**src/rtl/mvm_uart_pkg.sv**
```systemverilog
// rtl/mvm_uart_pkg.sv - shared state encoding and default sizing for the UART MVM system
package mvm_uart_pkg;

  typedef enum logic [1:0] {
    RX_K    = 2'd0,
    RX_X    = 2'd1,
    COMPUTE = 2'd2,
    TX      = 2'd3
  } state_t;

  localparam int DEF_BITS_PER_WORD = 8;
  localparam int DEF_R             = 2;
  localparam int DEF_C             = 2;
  localparam int DEF_W_X           = 4;
  localparam int DEF_W_K           = 4;
  localparam int DEF_W_Y_OUT       = 8;

  function automatic int max3(input int a, input int b, input int c);
    int m;
    m = (a > b) ? a : b;
    return (m > c) ? m : c;
  endfunction

endpackage

```
**src/rtl/mvm_uart_ctrl.sv**
```systemverilog
// rtl/mvm_uart_ctrl.sv - collects K and X from the RX byte stream, requests one MVM, streams Y to TX
module mvm_uart_ctrl
  import mvm_uart_pkg::*;
#(
  parameter int BITS_PER_WORD = DEF_BITS_PER_WORD,
  parameter int R             = DEF_R,
  parameter int C             = DEF_C,
  parameter int W_X           = DEF_W_X,
  parameter int W_K           = DEF_W_K,
  parameter int W_Y_OUT       = DEF_W_Y_OUT
) (
  input  logic                     clk,
  input  logic                     rst,
  input  logic [BITS_PER_WORD-1:0] rx_data,
  input  logic                     rx_valid,
  output logic [R*C*W_K-1:0]       k_flat,
  output logic [C*W_X-1:0]         x_flat,
  output logic                     mvm_valid,
  input  logic [R*W_Y_OUT-1:0]     y_flat,
  input  logic                     y_valid,
  output logic [BITS_PER_WORD-1:0] tx_data,
  output logic                     tx_valid,
  input  logic                     tx_ready,
  output logic                     busy,
  output logic                     rx_drop
);

  localparam int N_K   = R * C;
  localparam int CNT_W = $clog2(max3(N_K, C, R) + 1);

  state_t             state, next_state;
  logic [CNT_W-1:0]   cnt;
  logic [W_Y_OUT-1:0] y_mem [R];
  logic [W_Y_OUT-1:0] y_nxt;

  logic last_k, last_x, last_y;
  assign last_k = (cnt == CNT_W'(N_K - 1));
  assign last_x = (cnt == CNT_W'(C - 1));
  assign last_y = (cnt == CNT_W'(R - 1));

  // Decoded from the state register so the drop is flagged in the cycle the byte arrives.
  assign rx_drop = rx_valid && ((state == COMPUTE) || (state == TX));

  always_ff @(posedge clk or posedge rst) begin
    if (rst) state <= RX_K;
    else     state <= next_state;
  end

  always_comb begin
    next_state = state;
    case (state)
      RX_K:    if (rx_valid && last_k) next_state = RX_X;
      RX_X:    if (rx_valid && last_x) next_state = COMPUTE;
      COMPUTE: if (y_valid)            next_state = TX;
      TX:      if (tx_ready && last_y) next_state = RX_K;
      default:                         next_state = RX_K;
    endcase
  end

  // Element following the one currently on tx_data, preloaded on each accept.
  always_comb begin
    y_nxt = '0;
    for (int i = 1; i < R; i++) begin
      if (cnt == CNT_W'(i - 1)) y_nxt = y_mem[i];
    end
  end

  always_ff @(posedge clk or posedge rst) begin
    if (rst) begin
      cnt       <= '0;
      k_flat    <= '0;
      x_flat    <= '0;
      mvm_valid <= 1'b0;
      tx_valid  <= 1'b0;
      tx_data   <= '0;
      busy      <= 1'b0;
      for (int i = 0; i < R; i++) y_mem[i] <= '0;
    end else begin
      mvm_valid <= 1'b0;
      busy      <= (next_state != RX_K);
      case (state)
        RX_K: if (rx_valid) begin
          for (int i = 0; i < N_K; i++) begin
            if (cnt == CNT_W'(i)) k_flat[i*W_K +: W_K] <= rx_data[W_K-1:0];
          end
          cnt <= last_k ? '0 : cnt + 1'b1;
        end
        RX_X: if (rx_valid) begin
          for (int i = 0; i < C; i++) begin
            if (cnt == CNT_W'(i)) x_flat[i*W_X +: W_X] <= rx_data[W_X-1:0];
          end
          cnt       <= last_x ? '0 : cnt + 1'b1;
          mvm_valid <= last_x;
        end
        COMPUTE: if (y_valid) begin
          for (int i = 0; i < R; i++) y_mem[i] <= y_flat[i*W_Y_OUT +: W_Y_OUT];
          cnt      <= '0;
          tx_valid <= 1'b1;
          tx_data  <= BITS_PER_WORD'($signed(y_flat[W_Y_OUT-1:0]));
        end
        TX: if (tx_ready) begin
          if (last_y) begin
            cnt      <= '0;
            tx_valid <= 1'b0;
            tx_data  <= '0;
          end else begin
            cnt     <= cnt + 1'b1;
            tx_data <= BITS_PER_WORD'($signed(y_nxt));
          end
        end
        default: cnt <= '0;
      endcase
    end
  end

endmodule

```
**config.mk**
```make
export PLATFORM = sky130hd
export DESIGN_NAME = mvm_uart_ctrl
export DESIGN_NICKNAME = d
export VERILOG_FILES = /design/src/rtl/mvm_uart_pkg.sv /design/src/rtl/mvm_uart_ctrl.sv
export SDC_FILE = /design/constraint.sdc
export NUM_CORES = 1
export LEC_CHECK = 0
export BUFFER_PORTS_ARGS = -buffer_cell sky130_fd_sc_hd__buf_4
export CORE_UTILIZATION = 35
export DETAILED_ROUTE_END_ITERATION = 10
export PLACE_DENSITY = 0.57
export SLEW_MARGIN = 20
export SYNTH_ARGS = -nofsm -noshare
export SYNTH_HDL_FRONTEND = slang
export SYNTH_SLANG_ARGS = --single-unit
```
**constraint.sdc**
```tcl
create_clock -name clk -period 2.5 [get_ports clk]
set_input_delay 0.5 -clock clk [delete_from_list [all_inputs] [get_ports clk]]
set_output_delay 0.5 -clock clk [all_outputs]
set_load 0.02 [all_outputs]
```
==> summary.txt, run 1 <==
Status
  • Run status: finished clean

Global routing
  • Vias in the first global route: 1459
  • GR Util All Layers: 14.7%
  • First-pass GRT wire length: 7130 um
  • Met3 track demand over resource: 5.45%
  • Pin count of the biggest net entering global routing: 49
  • Met2 track utilization from global routing: 23.0%
  • Layer with the highest usage: met2
  • Met1 track utilization from global routing: 19.5%
  • Antenna violations before repair: 0
  • Total congestion overflow: 0

Final layout
  • Highest-count cells in the layout ignoring fill and taps: sky130_fd_sc_hd__buf_4 (62), sky130_fd_sc_hd__dfrtp_1 (48), sky130_fd_sc_hd__mux2_2 (34)
  • Area of all sequential standard cells: 1200 sq um
  • Non-Filler Cell Area, Final: 2790 sq um
  • Count of filler cells inserted in the layout: 555
  • Most common cell after layout, fill and taps aside: sky130_fd_sc_hd__buf_4
  • Area taken by multi-input logic gates: 881 sq um
  • Number of antenna diodes: 0
  • Final net count: 268
  • Area growth from synthesis to layout: 30.4%
  • Number of non-filler instances in the completed layout: 309
  • Layout cell share with drive strength beyond 1: 47.9%

Logic synthesis
  • Number of nets produced by synthesis: 204
  • Cell taking the most area after synthesis: sky130_fd_sc_hd__dfrtp_1
  • Cell variety after synth: 33
  • Async S/R FF share, synth: 100%
  • Number of instances in the synthesized netlist: 169
  • Synthesis-stage register bit count: 48
  • Sequential area share after synthesis: 56.1%
  • Number of enable flip-flop cells after synthesis: 0
  • Most frequently used flop master after synthesis: sky130_fd_sc_hd__dfrtp_1
  • Average size of a mapped cell: 12.7 sq um
  • Yosys top cell area share: 56.1%
  • Cell types occupying the most area after synthesis: sky130_fd_sc_hd__dfrtp_1 (56%), sky130_fd_sc_hd__mux2_2 (18%), sky130_fd_sc_hd__a21oi_1 (4.2%)
  • Cell Area, Synth: 2140 sq um
  • Number of warnings issued by yosys: 0

CTS
  • # H-tree levels: 2
  • Clock-pin slew on the worst setup and hold paths: 0.09 ns
  • Worst-skew pair later-pin latency: 0.30 ns
  • CTS root buffer: sky130_fd_sc_hd__clkbuf_8
  • Number of clock sinks seen by CTS: 48
  • Post-cts resize count: 0
  • Number of buffers added to fix hold violations after cts: 0
  • Clock buffer depth: 2
  • Inserted Clock Buffers: 5
  • Clock tree from TritonCTS: yes
  • Post-CTS Setup Inserts: 0

Setup path
  • Count of cell instances traversed by the critical path: 2
  • Worst stage delay on the critical path: 0.67 ns
  • Number of buffer and inverter instances along the worst setup path: 1
  • Launch instance of the worst register-to-register path: cnt[1]
  • Critical Path Source Type: flip-flop
  • Capturing instance or port of the critical path: rx_drop
  • Series of cell instances along the critical path: and2_1 > buf_4
  • Terminus of the critical flop-to-flop path: x_flat[7]
  • Setup CP Type: reg -> out
  • Critical path fanouts, max: 13
  • Setup slack of the worst register-to-register path: 0.70 ns
  • Cell with the largest stage delay on the worst path: sky130_fd_sc_hd__dfrtp_1
  • Data arrival time of the critical path: 1.31 ns
  • Critical Path RT: 2.00 ns
  • Endpoint kind of the worst setup timing path: output pin
  • FF-to-FF path depth: 5
  • Worst setup path startpoint: state[1]
  • Cell family contributing the most delay on the critical path: flip-flops

Routing
  • Wire per inst: 14.4 um
  • Post-detailed-route via-to-cell ratio: 4.78
  • Final WL: 4460 um
  • Number of violations reported at the end of detailed-routing iteration 0: 49
  • Count of unresolved DRC violations after routing: 0
  • Number of nets with antenna violations after detailed routing: 0
  • Via total after detailed routing: 1476
  • Drt pass-1 iters: 4

Die
  • Overall die area: 6440 sq um
  • Starting Density: 36.2%
  • # rows: 28
  • Top-level I/O count: 65
  • Width of the chip: 80.2 um
  • Die H: 80.2 um
  • CORE AREA: 5920 sq um

Timing
  • RSZ-0062 raised after global routing: false
  • # setup viols final: 0
  • Worst hold slack across all endpoints: 0.351 ns
  • Post-route setup TNS: 0 ns
  • Actual slew at the worst max-slew pin: 0.600 ns
  • Number of slew-limit violations in the final report: 0
  • Share of the clock period used by the worst path after layout: 72.2%
  • Maximum clock rate: 554 MHz
  • Maximum clock skew at final layout: 0.00518 ns
  • Number of hold-slack violations in the final timing report: 0
  • Clock period minus final worst setup slack: 1.81 ns
  • Tightest slew margin relative to the limit: 60.0%

Power
  • Leak: 1.33 nW
  • Power share of the combinational group: 45.7%
  • Total power consumption of the routed design: 3.65 mW
  • Clock Power Share: 16.1%
  • Net switching fraction of the power: 37.8%
  • Sw power: 1.38 mW
  • Int Pwr: 2.27 mW
  • Total power per unit cell area: 1310 nW/um^2
  • Maximum VDD drop: 0.625 mV
  • Reg power frac: 38.2%

Run
  • MaxCap Viol Count: 0

Placement
  • Detailed placement HPWL: 3190 um
  • Count of buffers from port buffering: 60
  • Routability-driven placement congestion ratio: 0.728
  • Number of placed instances with taps included: 301
  • Placed inst area: 2670 sq um

Hold path
  • Hold Crit Class: in -> async
routing by layer:
| metal | routed length, um | vias to the layer above | part of all wire, % |
|---|---|---|---|
| met5 | 0 | - | 0 |
| met4 | 27 | 0 | 0.61 |
| met3 | 373 | 4 | 8.4 |
| met2 | 1930 | 56 | 43 |
| met1 | 2130 | 706 | 48 |
| li1 | - | 710 | - |
how the worst min path moves through the flow:
stage | slack (ns) | cells after the start | end
floorplan | 0.48 | 1 | y_mem[0]
global placement | 0.49 | 1 | y_mem[4]
detailed placement | 0.50 | 1 | k_flat[5]
CTS | 0.37 | 3 | x_flat[4]
global route | 0.40 | 3 | tx_data[0]
finish | 0.35 | 3 | x_flat[4]
sequential cells by signal, summed over array words and instances, names as in the netlist:
| register | cells |
|---|---|
| state | 2 |
| tx_data | 8 |
| mvm_valid | 1 |
| k_flat | 16 |
| cnt | 3 |
| busy | 1 |
| y_mem | 8 |
| tx_valid | 1 |
| x_flat | 8 |
metrics by stage:
step	worst slack [ns]	utilization, %
after floorplan	0.856	-
after global placement	0.698	45.1
after detailed placement	0.679	45.1
after CTS	0.676	47.2
after global routing	0.563	47.2
final	0.695	47.2
power by group through the flow:
stage | registers, mW | logic, mW | clock network (mW)
after floorplan | 1.67 | 0.791 | 0
after global routing | 1.45 | 1.81 | 0.636
after global placement | 1.40 | 1.67 | 0
after CTS | 1.40 | 1.69 | 0.607
after detailed placement | 1.41 | 1.69 | 0
final | 1.39 | 1.67 | 0.589
cell type report:
type / instances / share of cell area [%]
timing repair buffer: 62 / 16.7
clock buffer: 6 / 2.96
clock inverter: 2 / 1.39
tap: 75 / 3.36
inverter: 8 / 1.08
multi-input combinational: 108 / 31.5
sequential: 48 / 43.0
synth_stat cells (2+ instances only):
library cell / instances
sky130_fd_sc_hd__nor2_1: 11
sky130_fd_sc_hd__dfrtp_1: 48
sky130_fd_sc_hd__buf_2: 3
sky130_fd_sc_hd__buf_4: 2
sky130_fd_sc_hd__nand3_1: 2
sky130_fd_sc_hd__mux2_2: 34
sky130_fd_sc_hd__inv_1: 7
sky130_fd_sc_hd__mux2i_1: 2
sky130_fd_sc_hd__nand4_1: 2
sky130_fd_sc_hd__a21oi_1: 18
sky130_fd_sc_hd__nor2b_1: 10
sky130_fd_sc_hd__nand2_1: 4
sky130_fd_sc_hd__ha_1: 6
cell families (layout without fill, tap and decap cells):
group / Yosys count / after routing / share of synthesized area (%)
multiplexers: 36 / 36 / 18.8
AO/OA/AOI/OAI: 26 / 26 / 7.24
flip-flops: 48 / 48 / 56.1
buffers and inverters: 13 / 78 / 2.80
AND/OR/NAND/NOR: 40 / 40 / 11.6
adder cells (fa/ha/maj): 6 / 6 / 3.50
worst reg2reg max path, stage by stage (launching register included):
cell and delay [ns]:
sky130_fd_sc_hd__dfrtp_1 0.42, sky130_fd_sc_hd__inv_1 0.09, sky130_fd_sc_hd__ha_1 0.32, sky130_fd_sc_hd__inv_2 0.09
sky130_fd_sc_hd__nor4_4 0.41, sky130_fd_sc_hd__mux2_2 0.38
Power figures use the tool's default switching activity.
==> run 2: changes to the inputs <==
Clock period 2.5 ns to 1.8 ns, I/O delays scaled along.
==> summary.txt, run 2 (synthesis results as in run 1) <==
Timing
  • Maximum clock rate: 598 MHz
  • # setup viols final: 0
  • Actual slew at the worst max-slew pin: 0.430 ns
  • RSZ-0062 raised after global routing: false
  • Maximum clock skew at final layout: 0.00446 ns
  • Tightest slew margin relative to the limit: 71.1%
  • Number of hold-slack violations in the final timing report: 0
  • Post-route setup TNS: 0 ns
  • Clock period minus final worst setup slack: 1.67 ns
  • Worst hold slack across all endpoints: 0.0860 ns
  • Number of slew-limit violations in the final report: 0
  • Crit path setup slack, layout: 0.129 ns
  • Share of the clock period used by the worst path after layout: 92.8%

CTS
  • Post-cts resize count: 0
  • # H-tree levels: 2
  • Number of buffers added to fix hold violations after cts: 0
  • Clock buffer depth: 2
  • Inserted Clock Buffers: 5
  • CTS root buffer: sky130_fd_sc_hd__clkbuf_8
  • Clock-pin slew on the worst setup and hold paths: 0.09 ns
  • Worst-skew pair later-pin latency: 0.29 ns
  • Clock tree from TritonCTS: yes
  • Number of clock sinks seen by CTS: 48

Setup path
  • Endpoint kind of the worst setup timing path: flip-flop
  • Terminus of the critical flop-to-flop path: cnt[1]
  • Critical Path Source Type: flip-flop
  • Worst setup path startpoint: cnt[0]
  • Launch instance of the worst register-to-register path: cnt[0]
  • Setup slack of the worst register-to-register path: 0.13 ns
  • Setup CP Type: reg -> reg
  • Critical Path RT: 2.04 ns
  • FF-to-FF path depth: 5
  • Data arrival time of the critical path: 1.91 ns
  • Critical path fanouts, max: 5

Final layout
  • Highest-count cells in the layout ignoring fill and taps: sky130_fd_sc_hd__buf_4 (69), sky130_fd_sc_hd__dfrtp_1 (48), sky130_fd_sc_hd__mux2_2 (34)
  • Layout cell share with drive strength beyond 1: 48.8%
  • Most common cell after layout, fill and taps aside: sky130_fd_sc_hd__buf_4
  • Area growth from synthesis to layout: 32.1%
  • Finished Core Util: 47.8%
  • Number of antenna diodes: 0
  • Final net count: 276
  • Number of flip-flops under the largest register name: 16
  • Top register by number of flip-flops: k_flat

Global routing
  • First-pass GRT wire length: 7070 um
  • Pin count of the biggest net entering global routing: 49
  • GR Util All Layers: 14.7%
  • Vias in the first global route: 1417
  • Total congestion overflow: 0
  • Antenna violations before repair: 0

Status
  • Run status: finished clean

Routing
  • Via total after detailed routing: 1549
  • Drt pass-1 iters: 4
  • Number of nets with antenna violations after detailed routing: 0
  • Count of unresolved DRC violations after routing: 0
  • Wire per inst: 14.2 um
  • Number of violations reported at the end of detailed-routing iteration 0: 54
  • Post-detailed-route via-to-cell ratio: 4.89
  • Final WL: 4490 um

Die
  • Starting Density: 36.2%
  • Top-level I/O count: 65
  • # rows: 28
  • Overall die area: 6440 sq um
  • Width of the chip: 80.2 um
  • Die H: 80.2 um
  • CORE AREA: 5920 sq um

Power
  • Total power consumption of the routed design: 4.97 mW
  • Leak: 1.36 nW
  • Maximum VDD drop: 0.889 mV
  • Total power per unit cell area: 1760 nW/um^2

Placement
  • Routability-driven placement congestion ratio: 0.788
  • Detailed placement HPWL: 3280 um
  • Dpl ws: 0.144 ns
  • Count of buffers from port buffering: 60

Hold path
  • Hold Crit Class: in -> async

Run
  • MaxCap Viol Count: 0
run 2: layer usage:
metal | part of all wire, % | track usage (%)
met1 | 45 | 20.6
met2 | 46 | 22.1
met3 | 8.6 | 4.77
met4 | 0.62 | 3.21
met5 | 0 | 0
run 2: final cells by class:
cell class / instances / area [sq um]
clock inverter: 1 / 8.76
fill: 572 / 3090
inverter: 8 / 30.0
multi-input combinational: 108 / 881
clock buffer: 7 / 76.3
sequential: 48 / 1200
tap: 75 / 93.8
timing repair buffer: 70 / 538
run 2: how the worst max path moves through the flow:
stage	end	slack, ns
floorplan	x_flat[4]	0.19
global placement	x_flat[2]	0.16
detailed placement	x_flat[1]	0.14
CTS	x_flat[1]	0.13
global route	x_flat[1]	0.02
finish	cnt[1]	0.13
run 2: timing repair:
item / in CTS / in global routing
buffers inserted: 0 / 2
hold endpoints to repair: 0 / 0
endpoints found under the setup margin: 0 / 1
run 2: critical path: stages (launching register included):
cell and delay, ns:
sky130_fd_sc_hd__dfrtp_1 0.43, sky130_fd_sc_hd__ha_1 0.23, sky130_fd_sc_hd__ha_1 0.21, sky130_fd_sc_hd__or3_1 0.41, sky130_fd_sc_hd__o22ai_1 0.17, sky130_fd_sc_hd__mux2_2 0.17
run 2: power by group:
part | total, mW | switching, mW | internal (mW)
sequential | 1.90 | 0.309 | 1.59
clock | 0.627 | 0.349 | 0.278
combinational | 2.44 | 1.26 | 1.18
run 2: through the flow:
step | cell area [sq um] | cells
final | 2830 | 317
after global routing | 2830 | 317
after CTS | 2810 | 315
after detailed placement | 2730 | 307
after global placement | 2730 | 307
after floorplan | 2140 | 169
==> run 3: changes to the inputs <==
Settings changed: ABC_AREA set to 1.
==> summary.txt, run 3 <==
Setup path
  • Critical path fanouts, max: 12
  • Cell family contributing the most delay on the critical path: simple AND/OR/NAND/NOR gates
  • Endpoint kind of the worst setup timing path: flip-flop
  • Cell with the largest stage delay on the worst path: sky130_fd_sc_hd__dfrtp_1
  • Data arrival time of the critical path: 1.82 ns
  • Series of cell instances along the critical path: inv_2 > nor2_4 > nand2_2 > nand2_2 > inv_1 > nand2_1 > nand2_1
  • Critical Path Source Type: flip-flop
  • Setup CP Type: reg -> reg
  • Critical Path RT: 1.99 ns
  • Worst stage delay on the critical path: 0.53 ns
  • Number of buffer and inverter instances along the worst setup path: 2

CTS
  • Clock-pin slew on the worst setup and hold paths: 0.09 ns
  • Worst-skew pair later-pin latency: 0.31 ns
  • Inserted Clock Buffers: 5
  • # H-tree levels: 2
  • Clock buffer depth: 2
  • Clock tree from TritonCTS: yes
  • Number of clock sinks seen by CTS: 48
  • CTS root buffer: sky130_fd_sc_hd__clkbuf_8
  • Post-cts resize count: 0
  • Post-CTS Setup Inserts: 0
  • Number of buffers added to fix hold violations after cts: 0

Timing
  • RSZ-0062 raised after global routing: false
  • Number of hold-slack violations in the final timing report: 0
  • Maximum clock rate: 616 MHz
  • Tightest slew margin relative to the limit: 68.0%
  • Post-route setup TNS: 0 ns
  • Clock period minus final worst setup slack: 1.62 ns
  • Actual slew at the worst max-slew pin: 0.480 ns
  • Share of the clock period used by the worst path after layout: 90.2%
  • Crit path setup slack, layout: 0.177 ns
  • # setup viols final: 0
  • Maximum clock skew at final layout: 0.0114 ns
  • Number of slew-limit violations in the final report: 0

Global routing
  • Antenna violations before repair: 0
  • Pin count of the biggest net entering global routing: 28
  • Total congestion overflow: 0
  • GR Util All Layers: 16.4%
  • Vias in the first global route: 1737
  • First-pass GRT wire length: 8200 um

Status
  • Run status: finished clean

Hold path
  • Hold Crit Class: in -> async

Logic synthesis
  • Cell Area, Synth: 2230 sq um
  • Cell types occupying the most area after synthesis: sky130_fd_sc_hd__dfrtp_1 (54%), sky130_fd_sc_hd__nand2_1 (17%), sky130_fd_sc_hd__o21ai_0 (8.1%)
  • Yosys top cell area share: 53.8%
  • Leading cell type by number of instances after synthesis: sky130_fd_sc_hd__nand2_1
  • Cell taking the most area after synthesis: sky130_fd_sc_hd__dfrtp_1
  • Number of enable flip-flop cells after synthesis: 0
  • Synth top cells by count: sky130_fd_sc_hd__nand2_1 (100), sky130_fd_sc_hd__dfrtp_1 (48), sky130_fd_sc_hd__o21ai_0 (36), sky130_fd_sc_hd__nand3_1 (24), sky130_fd_sc_hd__inv_1 (23)
  • Synthesis-stage register bit count: 48
  • Average size of a mapped cell: 8.42 sq um
  • Number of nets produced by synthesis: 300
  • Number of instances in the synthesized netlist: 265
  • Async S/R FF share, synth: 100%
  • Number of warnings issued by yosys: 0
  • Most frequently used flop master after synthesis: sky130_fd_sc_hd__dfrtp_1
  • Cell variety after synth: 18
  • Sequential area share after synthesis: 53.8%

Final layout
  • Finished Core Util: 47.4%
  • Number of flip-flops under the largest register name: 16
  • Layout cell share with drive strength beyond 1: 25.4%
  • Top register by number of flip-flops: k_flat
  • Highest-count cells in the layout ignoring fill and taps: sky130_fd_sc_hd__nand2_1 (100), sky130_fd_sc_hd__buf_4 (63), sky130_fd_sc_hd__dfrtp_1 (48)
  • Final net count: 365
  • Most common cell after layout, fill and taps aside: sky130_fd_sc_hd__nand2_1
  • Number of antenna diodes: 0
  • Non-Filler Cell Area, Final: 2860 sq um
  • Area growth from synthesis to layout: 28.0%

Die
  • Starting Density: 37.0%
  • Width of the chip: 81.9 um
  • Die H: 81.9 um
  • Top-level I/O count: 65
  • CORE AREA: 6030 sq um
  • Overall die area: 6700 sq um
  • # rows: 28

Routing
  • Final WL: 4850 um
  • Wire per inst: 12.0 um
  • Number of violations reported at the end of detailed-routing iteration 0: 71
  • Post-detailed-route via-to-cell ratio: 4.53
  • Count of unresolved DRC violations after routing: 0
  • Via total after detailed routing: 1838
  • Drt pass-1 iters: 4
  • Number of nets with antenna violations after detailed routing: 0

Power
  • Total power per unit cell area: 1710 nW/um^2
  • Total power consumption of the routed design: 4.87 mW
  • Leak: 1.55 nW
  • Maximum VDD drop: 0.768 mV

Placement
  • Routability-driven placement congestion ratio: 0.752
  • Count of buffers from port buffering: 60
  • Dpl ws: 0.209 ns
  • Placed inst area: 2770 sq um
  • Detailed placement HPWL: 3670 um

Run
  • MaxCap Viol Count: 0
==> run 3: changes by cell type after synthesis, sizes merged, moves of 2 or more <==
cell / delta
mux2: -34
nand3: +24
nand4: -2
mux2i: -2
inv: +17
nand2: +101
o21ai: +34
nor3: -2
a21oi: -17
nor2b: -11
==> run 3: layout make-up <==
| type | count | area (sq um) |
|---|---|---|
| fillers | 626 | 3170 |
| flip-flops and latches | 48 | 1200 |
| multi-input cells | 186 | 887 |
| repair buffers | 64 | 493 |
| inverters | 25 | 93.8 |
| well taps | 75 | 93.8 |
| clock buffers | 5 | 68.8 |
| clock inverters | 3 | 18.8 |
==> run 3: report_power, final <==
part	leakage (nW)	total [mW]	switching (mW)	internal (mW)
Sequential	0.607	1.91	0.344	1.56
Combinational	0.895	2.33	1.40	0.932
Clock	0.0479	0.635	0.364	0.271
Total	1.55	4.87	2.11	2.76
==> run 3: metrics by stage <==
stage                     std cells  hold WS, ns
after floorplan                 265        0.443
after global placement          398        0.417
after detailed placement        398        0.419
after CTS                       406       0.0840
after global routing            406        0.105
final                           406       0.0695
==> run 3: cell families (layout without fill, tap and decap cells) <==
kind of cell | count (synthesis) | in the layout | share of synthesized area, %
and+or+nand+nor | 142 | 142 | 27.9
AOI/OAI and AO/OA | 38 | 38 | 8.52
DFF | 48 | 48 | 53.8
adders and majority gates | 6 | 6 | 3.36
buffers and inverters | 31 | 97 | 6.45
==> run 3: worst paths after layout <==
path | startpoint | to | slack, ns | cells past startpoint
max reg2reg | state[1] | tx_data[4] | 0.18 | 7
max | state[1] | tx_data[4] | 0.18 | 7
max in group asynchronous | rst | tx_data[0] | 1.22 | 3
min | rst | x_flat[5] | 0.07 | 2
min in group clk | rx_data[1] | x_flat[1] | 0.26 | 3
min reg2reg | y_mem[6] | y_mem[6] | 0.49 | 2
==> run 3: metal layers <==
layer,GRT usage [%],part of all wire (%)
met3,3.44,4.1
met1,23.6,51
met4,6.84,1.8
met2,23.8,43
met5,0,0
